### src/rtl/state_pkg.sv
// Shared types and constants for the gate arbiter and the upstream gate-span comparators.
package state_pkg;

    typedef enum logic [2:0] {
        CLOSED  = 3'd0,
        OPENING = 3'd1,
        OPEN    = 3'd2,
        HOLD    = 3'd3,
        CLOSING = 3'd4
    } GateState;

    localparam logic [9:0] GATE_X_MIN = 10'd310;
    localparam logic [9:0] GATE_X_MAX = 10'd450;

    // Used by the player controllers to derive in_gate_pN from their x position.
    function automatic logic x_in_gate(input logic [9:0] x);
        return (x >= GATE_X_MIN) && (x <= GATE_X_MAX);
    endfunction

endpackage

### src/rtl/vtick_edge.sv
// Rising-edge detector on the frame strobe: one-clk step pulse per new frame.
// A strobe already high when reset is released does not count as a step.
module vtick_edge (
    input  logic clk,
    input  logic rst_n,
    input  logic v_tick,
    output logic step
);

    logic v_tick_old_q, v_tick_old_d;
    logic armed_q, armed_d;

    always_comb begin
        v_tick_old_d = v_tick;
        // Arm only after the strobe has been seen low, so a level held across reset is ignored.
        armed_d      = armed_q | ~v_tick;
    end

    always_ff @(posedge clk or negedge rst_n) begin
        if (!rst_n) begin
            v_tick_old_q <= 1'b0;
            armed_q      <= 1'b0;
        end else begin
            v_tick_old_q <= v_tick_old_d;
            armed_q      <= armed_d;
        end
    end

    assign step = v_tick & ~v_tick_old_q & armed_q;

endmodule

### src/rtl/gate_arbiter_ctl.sv
// Round-robin gate arbiter and open/hold/close sequencer, stepped once per frame.
// Define GATE_SAFETY_REOPEN_EN to reopen a closing gate when a player is inside it.
module gate_arbiter_ctl
    import state_pkg::*;
#(
    parameter int OPEN_STEPS  = 32,
    parameter int HOLD_FRAMES = 120
) (
    input  logic                              clk,
    input  logic                              rst_n,
    input  logic                              v_tick,
    input  logic                              req_p1,
    input  logic                              req_p2,
    input  logic                              in_gate_p1,
    input  logic                              in_gate_p2,
    output logic [1:0]                        grant,
    output logic [$clog2(OPEN_STEPS+1)-1:0]   gate_level,
    output logic                              pass_ok,
    output GateState                          gate_state
);

    localparam int LVL_W = $clog2(OPEN_STEPS + 1);
    localparam int TMR_W = $clog2(HOLD_FRAMES + 1);
    localparam logic [LVL_W-1:0] LVL_MAX  = LVL_W'(OPEN_STEPS);
    localparam logic [TMR_W-1:0] TMR_INIT = TMR_W'(HOLD_FRAMES);

    logic step;

    vtick_edge u_vtick_edge (
        .clk    (clk),
        .rst_n  (rst_n),
        .v_tick (v_tick),
        .step   (step)
    );

    GateState         state_q, state_d;
    logic [LVL_W-1:0] level_q, level_d;
    logic [TMR_W-1:0] timer_q, timer_d;
    logic [1:0]       grant_q, grant_d;
    logic             pass_ok_q, pass_ok_d;
    // Set when P2 owned the gate last, so P1 wins a simultaneous request.
    logic             rr_last_p2_q, rr_last_p2_d;

    logic granted_req;
    logic any_in_gate;
    logic reopen;

    assign granted_req = (grant_q[0] & req_p1) | (grant_q[1] & req_p2);
    assign any_in_gate = in_gate_p1 | in_gate_p2;

`ifdef GATE_SAFETY_REOPEN_EN
    assign reopen = any_in_gate;
`else
    assign reopen = 1'b0;
`endif

    always_comb begin
        state_d      = state_q;
        level_d      = level_q;
        timer_d      = timer_q;
        grant_d      = grant_q;
        rr_last_p2_d = rr_last_p2_q;

        if (step) begin
            case (state_q)
                CLOSED: begin
                    if (req_p1 && req_p2) begin
                        grant_d = rr_last_p2_q ? 2'b01 : 2'b10;
                    end else if (req_p1) begin
                        grant_d = 2'b01;
                    end else if (req_p2) begin
                        grant_d = 2'b10;
                    end
                    if (req_p1 || req_p2) begin
                        state_d = OPENING;
                    end
                end
                OPENING: begin
                    if (!granted_req && !any_in_gate) begin
                        state_d = CLOSING;
                    end else if (level_q >= LVL_MAX - LVL_W'(1)) begin
                        level_d = LVL_MAX;
                        state_d = OPEN;
                    end else begin
                        level_d = level_q + LVL_W'(1);
                    end
                end
                OPEN: begin
                    if (!granted_req) begin
                        state_d = HOLD;
                        timer_d = TMR_INIT;
                    end
                end
                HOLD: begin
                    if (granted_req) begin
                        state_d = OPEN;
                    end else if (timer_q == '0) begin
                        // An occupied gate keeps holding with the timer parked at 0.
                        if (!any_in_gate) begin
                            state_d = CLOSING;
                        end
                    end else begin
                        timer_d = timer_q - TMR_W'(1);
                    end
                end
                CLOSING: begin
                    if (reopen) begin
                        state_d = OPENING;
                    end else if (level_q <= LVL_W'(1)) begin
                        level_d      = '0;
                        state_d      = CLOSED;
                        grant_d      = 2'b00;
                        rr_last_p2_d = grant_q[1];
                    end else begin
                        level_d = level_q - LVL_W'(1);
                    end
                end
                default: begin
                    state_d = CLOSED;
                    level_d = '0;
                    grant_d = 2'b00;
                end
            endcase
        end

        pass_ok_d = (state_d == OPEN) || (state_d == HOLD);
    end

    always_ff @(posedge clk or negedge rst_n) begin
        if (!rst_n) begin
            state_q      <= CLOSED;
            level_q      <= '0;
            timer_q      <= '0;
            grant_q      <= 2'b00;
            pass_ok_q    <= 1'b0;
            rr_last_p2_q <= 1'b1;
        end else begin
            state_q      <= state_d;
            level_q      <= level_d;
            timer_q      <= timer_d;
            grant_q      <= grant_d;
            pass_ok_q    <= pass_ok_d;
            rr_last_p2_q <= rr_last_p2_d;
        end
    end

    assign grant      = grant_q;
    assign gate_level = level_q;
    assign pass_ok    = pass_ok_q;
    assign gate_state = state_q;

endmodule

### config.mk
export PLATFORM = sky130hd
export DESIGN_NAME = gate_arbiter_ctl
export DESIGN_NICKNAME = d
export VERILOG_FILES = /design/src/rtl/state_pkg.sv /design/src/rtl/vtick_edge.sv /design/src/rtl/gate_arbiter_ctl.sv
export SDC_FILE = /design/constraint.sdc
export NUM_CORES = 1
export LEC_CHECK = 0
export ABC_AREA = 1
export CAP_MARGIN = 0
export CORE_MARGIN = 2
export CORE_UTILIZATION = 49
export CTS_CLUSTER_DIAMETER = 50
export DETAILED_ROUTE_END_ITERATION = 10
export PLACE_DENSITY = 0.83
export SETUP_SLACK_MARGIN = 0.15
export SLEW_MARGIN = 20
export SYNTH_ARGS = -nofsm -noshare
export SYNTH_HDL_FRONTEND = slang
export SYNTH_HIERARCHICAL = 1
export SYNTH_SLANG_ARGS = --single-unit
### constraint.sdc
create_clock -name clk -period 1.4 [get_ports clk]
set_clock_uncertainty 0.05 [all_clocks]
set_input_delay 0.28 -clock clk [delete_from_list [all_inputs] [get_ports clk]]
set_output_delay 0.28 -clock clk [all_outputs]
set_load 0.01 [all_outputs]
* Yosys cells after proc, flatten, opt, wreduce, memory -nomap -nowiden
Index checks and enable logic that the tools add are counted.
Word-level totals: flip-flop bits (word level) 22, input bits 7, output and inout bits 12
Operators by class: add/subtract/negate cells 3, magnitude comparators 2, equality and inequality tests 12, mux-type cells 24, bitwise logic cells 11, reductions and logical operators 15
Operator list (number):
- $mux 3 | 9
- $mux 7 | 3
- $mux 6 | 3
- $pmux 6 s3 | 1
- $pmux 3 s5 | 1
- $pmux 7 s2 | 1
- $eq 3x2->1 const B | 4
- $mux 2 | 5
- $ne 2x2->1 const B | 5
- $logic_not 7->1 | 1
- $sub 7x1->7 const B | 1
- $add 6x1->6 const B | 1
- $ge 6x5->1 const B | 1
- $le 6x1->1 const B | 1
- $pmux 2 s3 | 1
- $reduce_and 3->1 | 2
- $reduce_or 3->1 | 2
- $sub 6x1->6 const B | 1
- $reduce_and 5->1 | 1
- $and 1x1->1 | 4
- $ne 4x4->1 const B | 1
- $not 1->1 | 4
- $reduce_and 4->1 | 1
- $eq 3x1->1 const B | 1
- 7 further kinds | 12

* Logic depth before layout (Yosys ltp)
Gate-level depths: netlist of the first run.
word-level depth 9, gate-level depth with buffers 12, gate-level depth less buffers 12

* By module
Netlist of the first run, hierarchy kept.
By module, submodules not included:
- gate_arbiter_ctl | instances 1, cells each 201, area each 1438.9 um^2
- vtick_edge | instances 1, cells each 6, area each 67.6 um^2

* Worst setup path after synthesis of the first run
Ideal clock, no wire load.
path kind reg2reg, start register level_q[0], in the netlist gate_level[0], end register pass_ok_q, in the netlist pass_ok, library setup time 69 ps, arrival 1390 ps, path slack -109 ps, cell stages (with the launch flop) 13, buffers on the path 0, period minus slack after synthesis 1509 ps, cells stage by stage dfrtp_1 > inv_1 > ha_1 > inv_1 > nand2_1 > nand3_2 > nand2_2 > nand2_1 > inv_1 > nand2_1 > nand2_1 > nand2_2 > nor2_2
On the way: cells in the longest elaborated chain, start to end 7
RTL lines:
- from (decl) | line gate_arbiter_ctl.sv:37 | logic [LVL_W-1:0] level_q, level_d;
- from (signal assigned) | line gate_arbiter_ctl.sv:139 | level_q <= level_d;
- $ge 6x5->1 | line gate_arbiter_ctl.sv:81 | end else if (level_q >= LVL_MAX - LVL_W'(1)) begin
- $mux 3 | line gate_arbiter_ctl.sv:81
- $mux 3 | line gate_arbiter_ctl.sv:79 | if (!granted_req && !any_in_gate) begin
- $pmux 3 s5 * | line gate_arbiter_ctl.sv:65 | case (state_q)
- $mux 3 * | line gate_arbiter_ctl.sv:64 | if (step) begin
- via state_d[2] | line gate_arbiter_ctl.sv:36 | GateState state_q, state_d;
- $eq 3x2->1 | line gate_arbiter_ctl.sv:126 | pass_ok_d = (state_d == OPEN) || (state_d == HOLD);
- $logic_or 1x1->1 * | line gate_arbiter_ctl.sv:126
- via pass_ok_d | line gate_arbiter_ctl.sv:40 | logic pass_ok_q, pass_ok_d;
- to (signal assigned) | line gate_arbiter_ctl.sv:142 | pass_ok_q <= pass_ok_d;
- to (decl) | line gate_arbiter_ctl.sv:40
Mark *: on every way through the listed nets, which the timed path passes. The rest lies on a longest branch. A chain may end at the register's enable or synchronous reset.

* Worst setup path after layout of the first run
start register state_q[1], in the netlist gate_state[1], end register pass_ok_q, in the netlist pass_ok
RTL lines:
- from (decl) | line gate_arbiter_ctl.sv:36
- from (signal assigned) | line gate_arbiter_ctl.sv:138 | state_q <= state_d;
- $eq 3x3->1, or another cell as far along | line gate_arbiter_ctl.sv:65
- $pmux 3 s5 * | line gate_arbiter_ctl.sv:65
- $mux 3 * | line gate_arbiter_ctl.sv:64
- via state_d[2] | line gate_arbiter_ctl.sv:36
- $eq 3x2->1 | line gate_arbiter_ctl.sv:126
- $logic_or 1x1->1 * | line gate_arbiter_ctl.sv:126
- via pass_ok_d | line gate_arbiter_ctl.sv:40
Marks and branches as above.

==> results.txt, run 1 <==
----------------------------------------------------
[Critical path]
  Crit. End Element ... flop
  Critical Path RT ... between 1.5 and 2 ns
  Arrival time at the worst endpoint ... 1.88 ns
  Source of the worst register-to-register timing path ... gate_state[1]$_DFF_PN0_
  Worst Reg-to-Reg Cells ... 10
  Reg-to-reg setup timing slack ... -0.29 ns
  Critical-path maximum fanout ... 7
  Destination of the worst register-to-register timing path ... pass_ok$_DFF_PN0_
  Sort of element at the start of the critical path ... flop
  Worst Path Class, Setup ... flop to flop

[Flow run]
  Max-cap viol count ... 0

[Clock network]
  Maximum clock path buffer count ... 2
  Clock-pin slew of the registers on the worst-case setup and hold paths ... about 0.14 ns
  Clock tree from TritonCTS ... yes
  Number of levels the H-tree was split into ... 1
  Hold Buf Count CTS ... 0
  Clock insertion delay at the later pin of the skew report ... between 0.3 and 0.4 ns
  CTS sink count ... 22
  Number of buffers added by the clock tree synthesis step ... 3
  Root buf cell ... sky130_fd_sc_hd__clkbuf_4

[Global routing]
  GR Overflow Total ... 0
  Global-route wire length before repair ... between 7000 and 8000 um
  Total global routing track utilization ... 0.2926
  Met2 routing resource usage after global routing ... 0.4788
  Met3 capacity usage during global routing ... 0.06987
  Pin count of the biggest net entering global routing ... 23
  Top Usage Layer GRT ... met2
  Number of global-route vias before repair ... about 1.7k
  Met1 routing resource usage after global routing ... 0.3736
  Antenna violations before repair ... 0

[STA]
  Worst slew pin tran ... between 0.3 and 0.4 ns
  RSZ-0062 raised after global routing ... true
  # setup viols final ... 22
  F_max ... approximately 0.59 GHz
  Final-report hold violation count ... 0
  Final setup margin ... -0.2857 ns
  Normalized max-slew margin ... 0.7701
  Number of pins with negative max-slew slack in the final report ... 0
  Portion of the clock cycle consumed by the worst path in the final layout ... 1.204
  Final hold slack ... 0.1654 ns
  Shortest clock period the worst path allows after layout ... about 1.7 ns

[Logic synthesis]
  Area share of the leading cell type in the synthesized netlist ... 0.3488
  Post-synthesis async set-or-reset flop share ... 1.000
  Number of synthesized register bits ... 22
  Most used flip-flop cell after synthesis ... sky130_fd_sc_hd__dfrtp_1
  Mapped Nets ... roughly 220
  Syn Inst Count ... between 200 and 250
  Netlist area before placement ... roughly 1500 um^2
  Largest area contributor in the netlist ... sky130_fd_sc_hd__dfrtp_1
  Syn. warnings ... 6
  Avg Cell Area, Syn ... just over 7 um^2
  Number of flops mapped to enable cells by yosys ... 0
  Leading cell types by count after synthesis ... 57 x sky130_fd_sc_hd__nand2_1, 24 x sky130_fd_sc_hd__inv_1, 21 x sky130_fd_sc_hd__dfrtp_1
  Most common cell in the synthesized netlist ... sky130_fd_sc_hd__nand2_1
  Fraction of the yosys area taken by sequential cells ... 0.3663
  Synth unique cells ... 32
  Most area-consuming cells after synthesis ... sky130_fd_sc_hd__dfrtp_1 35%, sky130_fd_sc_hd__nand2_1 14%, sky130_fd_sc_hd__inv_1 6.0%

[Floorplan]
  Overall die height ... just under 60 um
  Horizontal die dimension ... 59.45 um
  Initial Util ... 0.5059
  Number of ports placed on the die boundary ... 19
  Area of the die ... ~3500 um^2
  CORE AREA ... between 2000 and 3000 um^2
  Std-Cell Rows ... 20

[Layout]
  Layout cells sized above 1 ... 0.5754
  Area of all placed cells without fillers ... about 2600 um^2
  Total number of nets in the final design ... slightly below 300
  Count of fill cells added during filler insertion ... between 100 and 150
  Area added between synthesis and finish ... 71.68%
  Ant diodes ... 0

[Detailed routing]
  Routed vias ... between 1.5k and 2k
  Number of detailed-route iterations in the first pass ... 5
  Via-to-Cell Ratio ... between 6 and 7
  Violation count after the first detailed-routing iteration ... 170
  Number of antenna-violating nets in the routed design ... 0
  DR DRC count ... 0
  Wire per inst ... ~20 um
  Wire length reported by the detailed router ... approximately 6300 um

[Hold path]
  Hold Path Depth ... 1
  Min-Delay Endpoint ... u_vtick_edge/v_tick_old_q$_DFF_PN0_
  Start point of the worst min-delay path ... v_tick
  Worst hold path class ... input port to flop

[Pwr]
  Static Leakage ... 1.263 nW
  Peak supply drop ... approximately 0.0015 V
  Power per cell area ... approximately 2000 nW/um^2

[Status]
  Status ... finished, violations left
  Violated checks ... setup timing

[Placement]
  HPWL Detailed ... 2650 um
  Global placement routability congestion ... 0.8633
  Instance area at placement ... a little under 2000 um^2
  Number of buffers added on ports ... 18

----------------------------------------------------
==> placed cells by master (no fill, tap or decap), types with 3 or more instances in the layout <==
cell                              Yosys  final
sky130_fd_sc_hd__xnor2_1              4      3
sky130_fd_sc_hd__buf_2                1      5
sky130_fd_sc_hd__clkdlybuf4s50_1      0      5
sky130_fd_sc_hd__a21oi_1              5      4
sky130_fd_sc_hd__xor2_1               5      4
sky130_fd_sc_hd__inv_2                3      9
sky130_fd_sc_hd__nand2_2              6     17
sky130_fd_sc_hd__dfrtp_1             21     15
sky130_fd_sc_hd__o21ai_0              9      3
sky130_fd_sc_hd__buf_6                1     25
sky130_fd_sc_hd__o21ai_2              2      5
sky130_fd_sc_hd__nor2_2               9     10
sky130_fd_sc_hd__nand3_4              0      3
sky130_fd_sc_hd__inv_1               24     15
sky130_fd_sc_hd__clkbuf_4             0      3
sky130_fd_sc_hd__nand2_4              1     14
sky130_fd_sc_hd__nand3_1             15     11
sky130_fd_sc_hd__o21ai_1              4      7
sky130_fd_sc_hd__nor2_1              18     13
sky130_fd_sc_hd__buf_4                0     37
sky130_fd_sc_hd__inv_4                2      3
sky130_fd_sc_hd__nor2_4               1      5
sky130_fd_sc_hd__ha_4                 0      4
sky130_fd_sc_hd__nand2_1             57     33
sky130_fd_sc_hd__dfrtp_2              0      6
==> logic make-up (layout without fill, tap and decap cells) <==
group                      after synthesis  count (layout)  share of synthesized area
adders and majority gates                5               5                    0.04153
xor gates and xnor gates                 9               9                    0.05232
AOI/OAI and AO/OA                       27              27                     0.1096
and+or+nand+nor                        113             113                     0.3439
DFF                                     22              22                     0.3663
buffers and inverters                   31             109                    0.08638
==> metrics by stage <==
step | std cells | total power [W] | util | setup slack (ns) | setup TNS (ns)
2_1_floorplan | 207 | 0.002604 | - | 0.004321 | 0
3_3_place_gp | 283 | 0.003452 | 0.6676 | -0.3457 | -5.893
3_5_place_dp | 283 | 0.003515 | 0.6676 | -0.4070 | -6.758
4_1_cts | 311 | 0.004401 | 0.7874 | -0.1189 | -0.9922
5_1_grt | 318 | 0.005482 | 0.8685 | -0.3650 | -4.503
6_report | 318 | 0.005287 | 0.8685 | -0.2857 | -3.365
==> sequential cells by signal, summed over array words and instances (netlist names) <==
register / flops
timer_q: 7
gate_level: 6
gate_state: 3
grant: 2
pass_ok: 1
rr_last_p2_q: 1
u_vtick_edge/armed_q: 1
u_vtick_edge/v_tick_old_q: 1
==> power breakdown <==
part	leakage (nW)	internal, W	switching (W)
logic	0.978	0.00165	0.00220
registers	0.264	0.000871	0.000182
clock network	0.0210	0.000159	0.000227
==> layer usage <==
metal | vias to the layer above | wire [um]
li1 | 813 | -
met1 | 906 | 2341
met2 | 176 | 2903
met3 | 52 | 698
met4 | 0 | 375
met5 | - | 0
==> how the worst max path moves through the flow <==
stage / start / end / slack (ns) / cells past startpoint
4_1_cts: gate_level[0]$_DFFE_PN0P_ / gate_state[1]$_DFF_PN0_ / -0.12 / 10
5_1_grt: gate_level[2]$_DFFE_PN0P_ / gate_level[5]$_DFFE_PN0P_ / -0.36 / 9
2_1_floorplan: gate_level[0]$_DFFE_PN0P_ / pass_ok$_DFF_PN0_ / 0.004 / 9
6_report: gate_state[1]$_DFF_PN0_ / pass_ok$_DFF_PN0_ / -0.29 / 10
3_5_place_dp: v_tick / timer_q[0]$_DFFE_PN0P_ / -0.41 / 9
3_3_place_gp: v_tick / rr_last_p2_q$_DFFE_PN1P_ / -0.35 / 9
==> cell type report <==
cell class | count | area [um^2] | area share
Sequential cell | 22 | 559.3 | 0.2163
Multi-Input combinational cell | 154 | 1141 | 0.4412
Clock buffer | 4 | 36.28 | 0.01403
Inverter | 29 | 128.9 | 0.04983
Tap cell | 33 | 41.29 | 0.01597
Timing Repair Buffer | 75 | 671.9 | 0.2598
Timing Repair inverter | 1 | 7.507 | 0.002903
==> critical path: stages, from the launching register on <==
cell and delay [ns]:
sky130_fd_sc_hd__dfrtp_2 0.38, sky130_fd_sc_hd__buf_4 0.17, sky130_fd_sc_hd__inv_2 0.08, sky130_fd_sc_hd__nor2_2 0.24, sky130_fd_sc_hd__nand2_4 0.15, sky130_fd_sc_hd__nor2_2 0.16
sky130_fd_sc_hd__nand3_1 0.11, sky130_fd_sc_hd__nand2_2 0.10, sky130_fd_sc_hd__nand2_2 0.05, sky130_fd_sc_hd__nand2_2 0.07, sky130_fd_sc_hd__nor2_2 0.03
==> timing repair <==
action                                 in CTS  in global routing
pin swaps                                  11                 27
gates resized for setup                    96                 49
gates cloned                                1                  0
setup endpoints to repair                  32                 28
setup buffers                              23                  7
endpoints found under the hold margin       0                  0
No activity file was read; power rests on OpenSTA's default activity.
==> run 2, diff against run 1 <==
--- a/config.mk
+++ b/config.mk
@@ -5,13 +5,12 @@
 export SDC_FILE = /design/constraint.sdc
 export NUM_CORES = 1
 export LEC_CHECK = 0
-export ABC_AREA = 1
 export CAP_MARGIN = 0
 export CORE_MARGIN = 2
-export CORE_UTILIZATION = 49
+export CORE_UTILIZATION = 50
 export CTS_CLUSTER_DIAMETER = 50
 export DETAILED_ROUTE_END_ITERATION = 10
-export PLACE_DENSITY = 0.83
+export PLACE_DENSITY = 0.84
 export SETUP_SLACK_MARGIN = 0.15
 export SLEW_MARGIN = 20
 export SYNTH_ARGS = -nofsm -noshare
==> run 2 against run 1 <==
The run still ends with setup timing left. Critical endpoint unchanged. Highest routed layer unchanged. Global-route usage grew 6.0 points. Critical path depth is 6 lower. Flip-flop and latch count stayed put. Sequential power increased by 4%. Register-to-register slack got worse by 0.39 ns. Power rose by 12%. Combinational power is 15% higher. Synthesized cell count fell by 19%. Non-clock buffer count rose by 28. Setup slack worse by 0.39 ns.
==> results.txt, run 2 <==
----------------------------------------------------
[Logic synthesis]
  Fraction of the yosys area taken by sequential cells ... 0.3511 (-0.01516)
  Post-synthesis simple-gate area fraction ... 0.2580 (-0.08589)
  Area fraction in compound gates after synthesis ... 0.2619 (+0.1523)
  Syn Inst Count ... 168 (-19%)
  Syn. warnings ... 6 (unchanged)
  Area share of the leading cell type in the synthesized netlist ... 0.3344 (-0.01444)
  Most used flip-flop cell after synthesis ... sky130_fd_sc_hd__dfrtp_1
  Multiplexer area fraction after synthesis ... 0.02150 (+0.02150)
  Most common cell in the synthesized netlist ... sky130_fd_sc_hd__dfrtp_1
  Netlist area before placement ... 1572 um^2 (+4.3%)
  Largest area contributor in the netlist ... sky130_fd_sc_hd__dfrtp_1
  Most area-consuming cells after synthesis ... sky130_fd_sc_hd__dfrtp_1 33%, sky130_fd_sc_hd__ha_1 4.0%, sky130_fd_sc_hd__nor2_1 3.3%
  Mapped Nets ... 180 (-18%)
  Synth unique cells ... 61 (+91%)
  Post-synthesis async set-or-reset flop share ... 1.000 (unchanged)
  Avg Cell Area, Syn ... 9.354 um^2 (+29%)
  Leading cell types by count after synthesis ... 21 x sky130_fd_sc_hd__dfrtp_1, 14 x sky130_fd_sc_hd__nor2_1, 8 x sky130_fd_sc_hd__inv_1, 8 x sky130_fd_sc_hd__nor3_1, 7 x sky130_fd_sc_hd__o21ai_0
  Number of flops mapped to enable cells by yosys ... 0 (unchanged)
  Xor-xnor portion of the synthesized cell area ... 0.005573 (-0.04675)
  Number of synthesized register bits ... 22 (unchanged)
  Main combinational cell family by area after synthesis ... compound AO/OA/AOI/OAI gates
  Arithmetic-cell share of the synthesized area counting full adders, half adders and majority gates ... 0.03981 (-0.001719)

[Pwr]
  Power Internal ... 0.003249 W (+21%)
  Power per cell area ... 2117 nW/um^2 (+3.5%)
  Static Leakage ... 1.307 nW (+3.5%)
  Clk network pwr share ... 0.070 (-0.003)
  Share of total power in sequential cells ... 0.183 (-0.016)
  Switching share of power ... 0.4533 (-0.03980)
  Combinational cell fraction of total power ... 0.747 (+0.019)
  Net Switching ... 0.002694 W (+3.3%)
  Peak supply drop ... 0.001314 V (-12%)
  Overall power after layout ... 0.005944 W (+12%)

[Floorplan]
  Overall die height ... 60.06 um (+1.0%)
  Horizontal die dimension ... 60.06 um (+1.0%)
  CORE AREA ... 3028 um^2 (+1.7%)
  Number of ports placed on the die boundary ... 19 (unchanged)
  Area of the die ... 3607 um^2 (+2.1%)
  Initial Util ... 0.5190 (+0.01313)
  Std-Cell Rows ... 20 (unchanged)

[Clock network]
  Clock-pin slew of the registers on the worst-case setup and hold paths ... 0.16 ns (+0.02 ns)
  Hold Buf Count CTS ... 0 (unchanged)
  Root buf cell ... sky130_fd_sc_hd__clkbuf_4
  Clock tree from TritonCTS ... yes
  Number of levels the H-tree was split into ... 1 (unchanged)
  Number of buffers added by the clock tree synthesis step ... 3 (unchanged)
  Clock insertion delay at the later pin of the skew report ... 0.37 ns (+0.04 ns)
  Maximum clock path buffer count ... 2 (unchanged)
  CTS sink count ... 22 (unchanged)

[Global routing]
  GR Overflow Total ... 0 (unchanged)
  Pin count of the biggest net entering global routing ... 23 (unchanged)
  Global-route wire length before repair ... 9397 um (+22%)
  Number of global-route vias before repair ... 1886 (+12%)
  Total global routing track utilization ... 0.3525 (+0.05990)
  Antenna violations before repair ... 0 (unchanged)

[STA]
  F_max ... 0.4820 GHz (-19%)
  Total Negative Setup Slacks ... -9.431 ns (-6.067 ns)
  # setup viols final ... 30 (+36%)
  Final setup margin ... -0.6749 ns (-0.3891 ns)
  Number of pins with negative max-slew slack in the final report ... 0 (unchanged)
  Portion of the clock cycle consumed by the worst path in the final layout ... 1.482 (+0.2779)
  Worst slew pin tran ... 0.5261 ns (+0.1848 ns)
  Final-report hold violation count ... 0 (unchanged)
  RSZ-0062 raised after global routing ... true
  Shortest clock period the worst path allows after layout ... 2.075 ns (+0.3891 ns)
  Normalized max-slew margin ... 0.6456 (-0.1245)
  Final hold slack ... 0.1917 ns (+0.02627 ns)

[Detailed routing]
  Violation count after the first detailed-routing iteration ... 362 (+110%)
  Routed vias ... 2199 (+13%)
  Number of detailed-route iterations in the first pass ... 7 (+2)
  Via-to-Cell Ratio ... 7.117 (+16%)
  Number of antenna-violating nets in the routed design ... 0 (unchanged)
  DR DRC count ... 0 (unchanged)
  Wire per inst ... 25.83 um (+30%)
  Wire length reported by the detailed router ... 7983 um (+26%)

[Critical path]
  Arrival time at the worst endpoint ... 2.27 ns (+0.39 ns)
  Worst Path Class, Setup ... flop to flop
  Worst Reg-to-Reg Cells ... 4 (-6)
  Crit. End Element ... flop
  Destination of the worst register-to-register timing path ... pass_ok$_DFF_PN0_
  Reg-to-reg setup timing slack ... -0.67 ns (-0.39 ns)
  Sort of element at the start of the critical path ... flop
  Critical Path RT ... 1.59 ns (about the same)
  Critical-path maximum fanout ... 5 (-2)
  Source of the worst register-to-register timing path ... gate_level[4]$_DFFE_PN0P_

[Layout]
  Flip-flop count of the largest register, all copies and words added ... 7 (unchanged)
  Largest register by flop count ... timer_q
  Layout cells sized above 1 ... 0.6151 (+0.03966)
  Most common cell after layout, fill and taps aside ... sky130_fd_sc_hd__buf_4
  Total number of nets in the final design ... 278 (-6.7%)
  Count of fill cells added during filler insertion ... 94 (-31%)
  Leading cell types in the layout, fill and taps excluded ... 61 x sky130_fd_sc_hd__buf_4, 33 x sky130_fd_sc_hd__buf_6, 16 x sky130_fd_sc_hd__dfrtp_1
  Ant diodes ... 0 (unchanged)
  Area added between synthesis and finish ... 78.66%

[Hold path]
  Worst hold path class ... input port to asynchronous set/reset pin

[Placement]
  Number of buffers added on ports ... 18 (unchanged)
  HPWL Detailed ... 3681 um (+39%)
  Global placement routability congestion ... 0.8851 (+2.5%)

[Status]
  Status ... finished, violations left
  Violated checks ... setup timing

[Flow run]
  Max-cap viol count ... 0 (unchanged)

----------------------------------------------------
## run 2: changes by cell type in the layout (fill, tap and decap cells not counted), sizes merged, moves of 4 or more
| cell | change |
|---|---|
| nor3 | +6 |
| o21ai | -7 |
| nand3 | -11 |
| a21o | +4 |
| nor2 | -14 |
| xor2 | -5 |
| nand2 | -58 |
| buf | +29 |
| nor3b | +4 |
| inv | -21 |
| nand2b | +6 |
## run 2: critical path, stage by stage (launching register included)
cell	delay, ns
sky130_fd_sc_hd__dfrtp_1	0.42
sky130_fd_sc_hd__or4_4	0.58
sky130_fd_sc_hd__o21ai_4	0.27
sky130_fd_sc_hd__o311ai_2	0.20
sky130_fd_sc_hd__a221oi_1	0.43
## run 2: area by class of cell
type                       count  area, um^2  share of cell area
timing repair buffer         103       924.6              0.3293
multi-input combinational    128        1204              0.4287
inverter                       8       30.03             0.01070
tap                           44       55.05             0.01961
clock buffer                   4       36.28             0.01292
sequential                    22       558.0              0.1988
## run 2: worst max path at each step
stage	slack (ns)	cells after the start	startpoint	endpoint
after CTS	-0.50	4	gate_level[5]$_DFFE_PN0P_	gate_level[3]$_DFFE_PN0P_
final	-0.67	4	gate_level[4]$_DFFE_PN0P_	pass_ok$_DFF_PN0_
after floorplan	-0.49	4	gate_level[5]$_DFFE_PN0P_	gate_level[3]$_DFFE_PN0P_
after global placement	-0.67	6	v_tick	gate_level[5]$_DFFE_PN0P_
after detailed placement	-0.73	6	v_tick	gate_level[5]$_DFFE_PN0P_
after global routing	-0.64	5	gate_state[1]$_DFF_PN0_	grant[0]$_DFFE_PN0P_
## run 2: cells by family after synthesis
kind of cell,after synthesis
muxes,3
xor gates and xnor gates,1
buffers and inverters,18
AOI/OAI and AO/OA,51
and+or+nand+nor,68
DFF,22
adders and majority gates,5
## run 2: per-layer routing
layer	vias to the layer above	global-route usage	wire [um]
li1	837	-	-
met1	1001	0.4257	2631
met2	266	0.5885	3727
met3	95	0.06061	892
met4	0	0.1968	731
met5	-	0	0
## run 2: power by group through the flow
stage | sequential [W] | combinational [W] | clock, W
2_1_floorplan | 0.00112 | 0.00146 | 0
3_3_place_gp | 0.00101 | 0.00275 | 0
6_report | 0.00109 | 0.00444 | 0.000416
4_1_cts | 0.00102 | 0.00331 | 0.000371
5_1_grt | 0.00109 | 0.00454 | 0.000432
3_5_place_dp | 0.00102 | 0.00284 | 0
## run 2: repair_timing
action | CTS | global route
resized for setup | 97 | 43
setup endpoints to repair | 32 | 31
pin swaps | 13 | 14
buffers inserted | 8 | 14
cloned | 0 | 0
## run 2: metrics by stage
stage	area, um^2	worst slack [ns]	std cells	util
after global placement	2252	-0.6725	283	0.7438
after detailed placement	2252	-0.7252	283	0.7438
after CTS	2512	-0.4989	295	0.8298
final	2808	-0.6749	309	0.9273
after global routing	2808	-0.6425	309	0.9273
after floorplan	1628	-0.4868	168	-
==> run 3, diff against run 2 <==
--- a/config.mk
+++ b/config.mk
@@ -7,10 +7,11 @@
 export LEC_CHECK = 0
 export CAP_MARGIN = 0
 export CORE_MARGIN = 2
-export CORE_UTILIZATION = 50
+export CORE_UTILIZATION = 55
 export CTS_CLUSTER_DIAMETER = 50
 export DETAILED_ROUTE_END_ITERATION = 10
-export PLACE_DENSITY = 0.84
+export GPL_TIMING_DRIVEN = 0
+export PLACE_DENSITY = 0.87
 export SETUP_SLACK_MARGIN = 0.15
 export SLEW_MARGIN = 20
 export SYNTH_ARGS = -nofsm -noshare
==> constraint.sdc (replaced) <==
create_clock -name clk -period 2.2 [get_ports clk]
set_clock_uncertainty 0.05 [all_clocks]
set_input_delay 0.44 -clock clk [delete_from_list [all_inputs] [get_ports clk]]
set_output_delay 0.44 -clock clk [all_outputs]
set_load 0.01 [all_outputs]
==> run 3 against run 2 <==
The flow now finishes without violations. Power down 56%. Register-to-register slack better by 0.78 ns. Sequential share of layout area up 7.1 points. Final cell count down 24%. Design area down 27%. First-iteration DRC count down 82%. Highest routed layer unchanged. Critical path type unchanged.
==> results.txt, run 3 (same netlist as run 2, synthesis figures left out) <==
----------------------------------------------------
[Placement]
  Instance area at placement ... 1790 um^2 (-20%)
  HPWL Detailed ... 2709 um (-26%)
  Worst slack at placement ... -0.4875 ns (+0.2377 ns)
  Global placement routability congestion ... 0.9294 (+5.0%)
  Number of buffers added on ports ... 18 (unchanged)

[Pwr]
  Power per cell area ... 1271 nW/um^2 (-40%)
  Power Internal ... 0.001512 W (-53%)
  Static Leakage ... 0.9149 nW (-30%)
  Peak supply drop ... 0.0009400 V (-28%)
  Clk network pwr share ... 0.121 (+0.051)
  Switching share of power ... 0.4237 (-0.02965)
  Combinational cell fraction of total power ... 0.612 (-0.135)
  Share of total power in sequential cells ... 0.267 (+0.084)
  Net Switching ... 0.001111 W (-59%)

[Floorplan]
  Overall die height ... 57.46 um (-4.3%)
  Number of ports placed on the die boundary ... 19 (unchanged)
  CORE AREA ... 2734 um^2 (-9.7%)
  Area of the die ... 3301 um^2 (-8.5%)
  Initial Util ... 0.5748 (+0.05582)
  Horizontal die dimension ... 57.46 um (-4.3%)
  Std-Cell Rows ... 19 (-5.0%)

[Global routing]
  Pin count of the biggest net entering global routing ... 23 (unchanged)
  Number of global-route vias before repair ... 1536 (-19%)
  Total global routing track utilization ... 0.2772 (-0.07529)
  Global-route wire length before repair ... 7120 um (-24%)
  GR Overflow Total ... 0 (unchanged)
  Antenna violations before repair ... 0 (unchanged)

[Clock network]
  Number of buffers added by the clock tree synthesis step ... 3 (unchanged)
  Clock insertion delay at the later pin of the skew report ... 0.32 ns (-0.05 ns)
  Number of levels the H-tree was split into ... 1 (unchanged)
  Maximum clock path buffer count ... 2 (unchanged)
  CTS sink count ... 22 (unchanged)
  Clock-pin slew of the registers on the worst-case setup and hold paths ... 0.13 ns (-0.03 ns)
  Root buf cell ... sky130_fd_sc_hd__clkbuf_4
  Clock tree from TritonCTS ... yes

[Detailed routing]
  Wire length reported by the detailed router ... 4217 um (-47%)
  Violation count after the first detailed-routing iteration ... 65 (-82%)
  Via-to-Cell Ratio ... 6.593 (-7.4%)
  Routed vias ... 1556 (-29%)
  DR DRC count ... 0 (unchanged)
  Number of antenna-violating nets in the routed design ... 0 (unchanged)
  Number of detailed-route iterations in the first pass ... 4 (-3)
  Wire per inst ... 17.87 um (-31%)

[STA]
  RSZ-0062 raised after global routing ... true
  Portion of the clock cycle consumed by the worst path in the final layout ... 0.9530 (-0.5291)
  F_max ... 0.4770 GHz (-1.0%)
  Worst slew pin tran ... 0.8661 ns (+0.3400 ns)
  Final hold slack ... 0.004937 ns (-0.1867 ns)
  Normalized max-slew margin ... 0.4211 (-0.2245)
  Final-report hold violation count ... 0 (unchanged)
  Shortest clock period the worst path allows after layout ... 2.097 ns (+0.02168 ns)
  Number of pins with negative max-slew slack in the final report ... 0 (unchanged)
  Final setup margin ... 0.1035 ns (+0.7783 ns)
  # setup viols final ... 0 (-100%)

[Critical path]
  Critical-path maximum fanout ... 8 (+3)
  Arrival time at the worst endpoint ... 2.32 ns (+0.05 ns)
  Number of buffers and inverters on the critical path ... 0 (unchanged)
  Library cell contributing the largest single delay on the critical path ... sky130_fd_sc_hd__nor4b_2
  CP max stage delay ... 0.80 ns (+0.22 ns)
  Source of the worst register-to-register timing path ... gate_state[1]$_DFF_PN0_
  Reg-to-reg setup timing slack ... 0.10 ns (+0.78 ns)
  Cell family with most CP delay ... simple AND/OR/NAND/NOR gates
  Worst Path Class, Setup ... flop to flop
  Destination of the worst register-to-register timing path ... gate_level[0]$_DFFE_PN0P_
  Sort of element at the start of the critical path ... flop
  Crit. End Element ... flop
  Worst Reg-to-Reg Cells ... 4 (unchanged)
  Cell-by-cell trace of the critical path ... nor4b_2, nand2_1, a211oi_1, a21o_1
  Critical Path RT ... 2.42 ns (+0.83 ns)

[Hold path]
  Worst hold path class ... input port to asynchronous set/reset pin

[Layout]
  Leading cell types in the layout, fill and taps excluded ... 18 x sky130_fd_sc_hd__dfrtp_1, 16 x sky130_fd_sc_hd__clkdlybuf4s50_1, 14 x sky130_fd_sc_hd__nor2_1, 14 x sky130_fd_sc_hd__buf_4, 8 x sky130_fd_sc_hd__nor3_1
  Area added between synthesis and finish ... 31.29%
  Total number of nets in the final design ... 218 (-22%)
  Most common cell after layout, fill and taps aside ... sky130_fd_sc_hd__dfrtp_1
  Flip-flop count of the largest register, all copies and words added ... 7 (unchanged)
  Layout cells sized above 1 ... 0.2927 (-0.3224)
  Ant diodes ... 0 (unchanged)
  Area of all placed cells without fillers ... 2063 um^2 (-27%)
  Largest register by flop count ... timer_q

[Status]
  Status ... complete, no violations

[Flow run]
  Max-cap viol count ... 0 (unchanged)

----------------------------------------------------
-- run 3: metal layers --
| layer | wire length (um) | vias to the layer above | global-route usage | share of wire |
|---|---|---|---|---|
| met3 | 225 | 11 | 0.04989 | 0.053 |
| met2 | 2034 | 62 | 0.4383 | 0.48 |
| met5 | 0 | - | 0 | 0 |
| li1 | - | 719 | - | - |
| met4 | 109 | 0 | 0.1628 | 0.026 |
| met1 | 1847 | 764 | 0.3529 | 0.44 |
-- run 3: worst max path at each step --
stage / startpoint / end / slack, ns / cells past startpoint
2_1_floorplan: timer_q[0]$_DFFE_PN0P_ / timer_q[3]$_DFFE_PN0P_ / 0.19 / 8
6_report: gate_state[1]$_DFF_PN0_ / gate_level[0]$_DFFE_PN0P_ / 0.10 / 4
3_3_place_gp: v_tick / gate_level[3]$_DFFE_PN0P_ / -0.45 / 6
5_1_grt: gate_state[1]$_DFF_PN0_ / gate_level[0]$_DFFE_PN0P_ / 0.09 / 4
4_1_cts: req_p1 / timer_q[4]$_DFFE_PN0P_ / 0.14 / 6
3_5_place_dp: v_tick / gate_level[3]$_DFFE_PN0P_ / -0.49 / 6
-- run 3: area by class of cell --
| class | count | area, um^2 |
|---|---|---|
| clock buffer | 3 | 22.52 |
| inverter | 8 | 30.03 |
| clock inverter | 1 | 30.03 |
| tap | 31 | 38.79 |
| multi-input combinational | 128 | 1003 |
| buffer | 10 | 88.84 |
| timing repair buffer | 33 | 294.0 |
| sequential | 22 | 555.5 |
| fill | 178 | 670.6 |
-- run 3: timing repair --
action | 4_1_cts | 5_1_grt
hold buffers | 0 | 0
setup endpoints to repair | 18 | 11
setup buffers | 7 | 8
gates resized for setup | 18 | 15
pin swaps | 5 | 7
-- run 3: metrics by stage --
step,cells,util,TNS (ns),power (W)
after detailed placement,217,0.6549,-3.476,0.001948
after CTS,228,0.7217,0,0.002440
after global routing,236,0.7547,0,0.002786
after global placement,217,0.6549,-2.893,0.001906
after floorplan,168,-,0,0.001553
final,236,0.7547,0,0.002623
-- run 3: power by group through the flow --
stage	sequential [W]	combinational, W	clock (W)
2_1_floorplan	0.000695	0.000857	0
3_3_place_gp	0.000696	0.00121	0
3_5_place_dp	0.000709	0.00124	0
4_1_cts	0.000694	0.00142	0.000323
5_1_grt	0.000716	0.00173	0.000338
6_report	0.000700	0.00160	0.000318
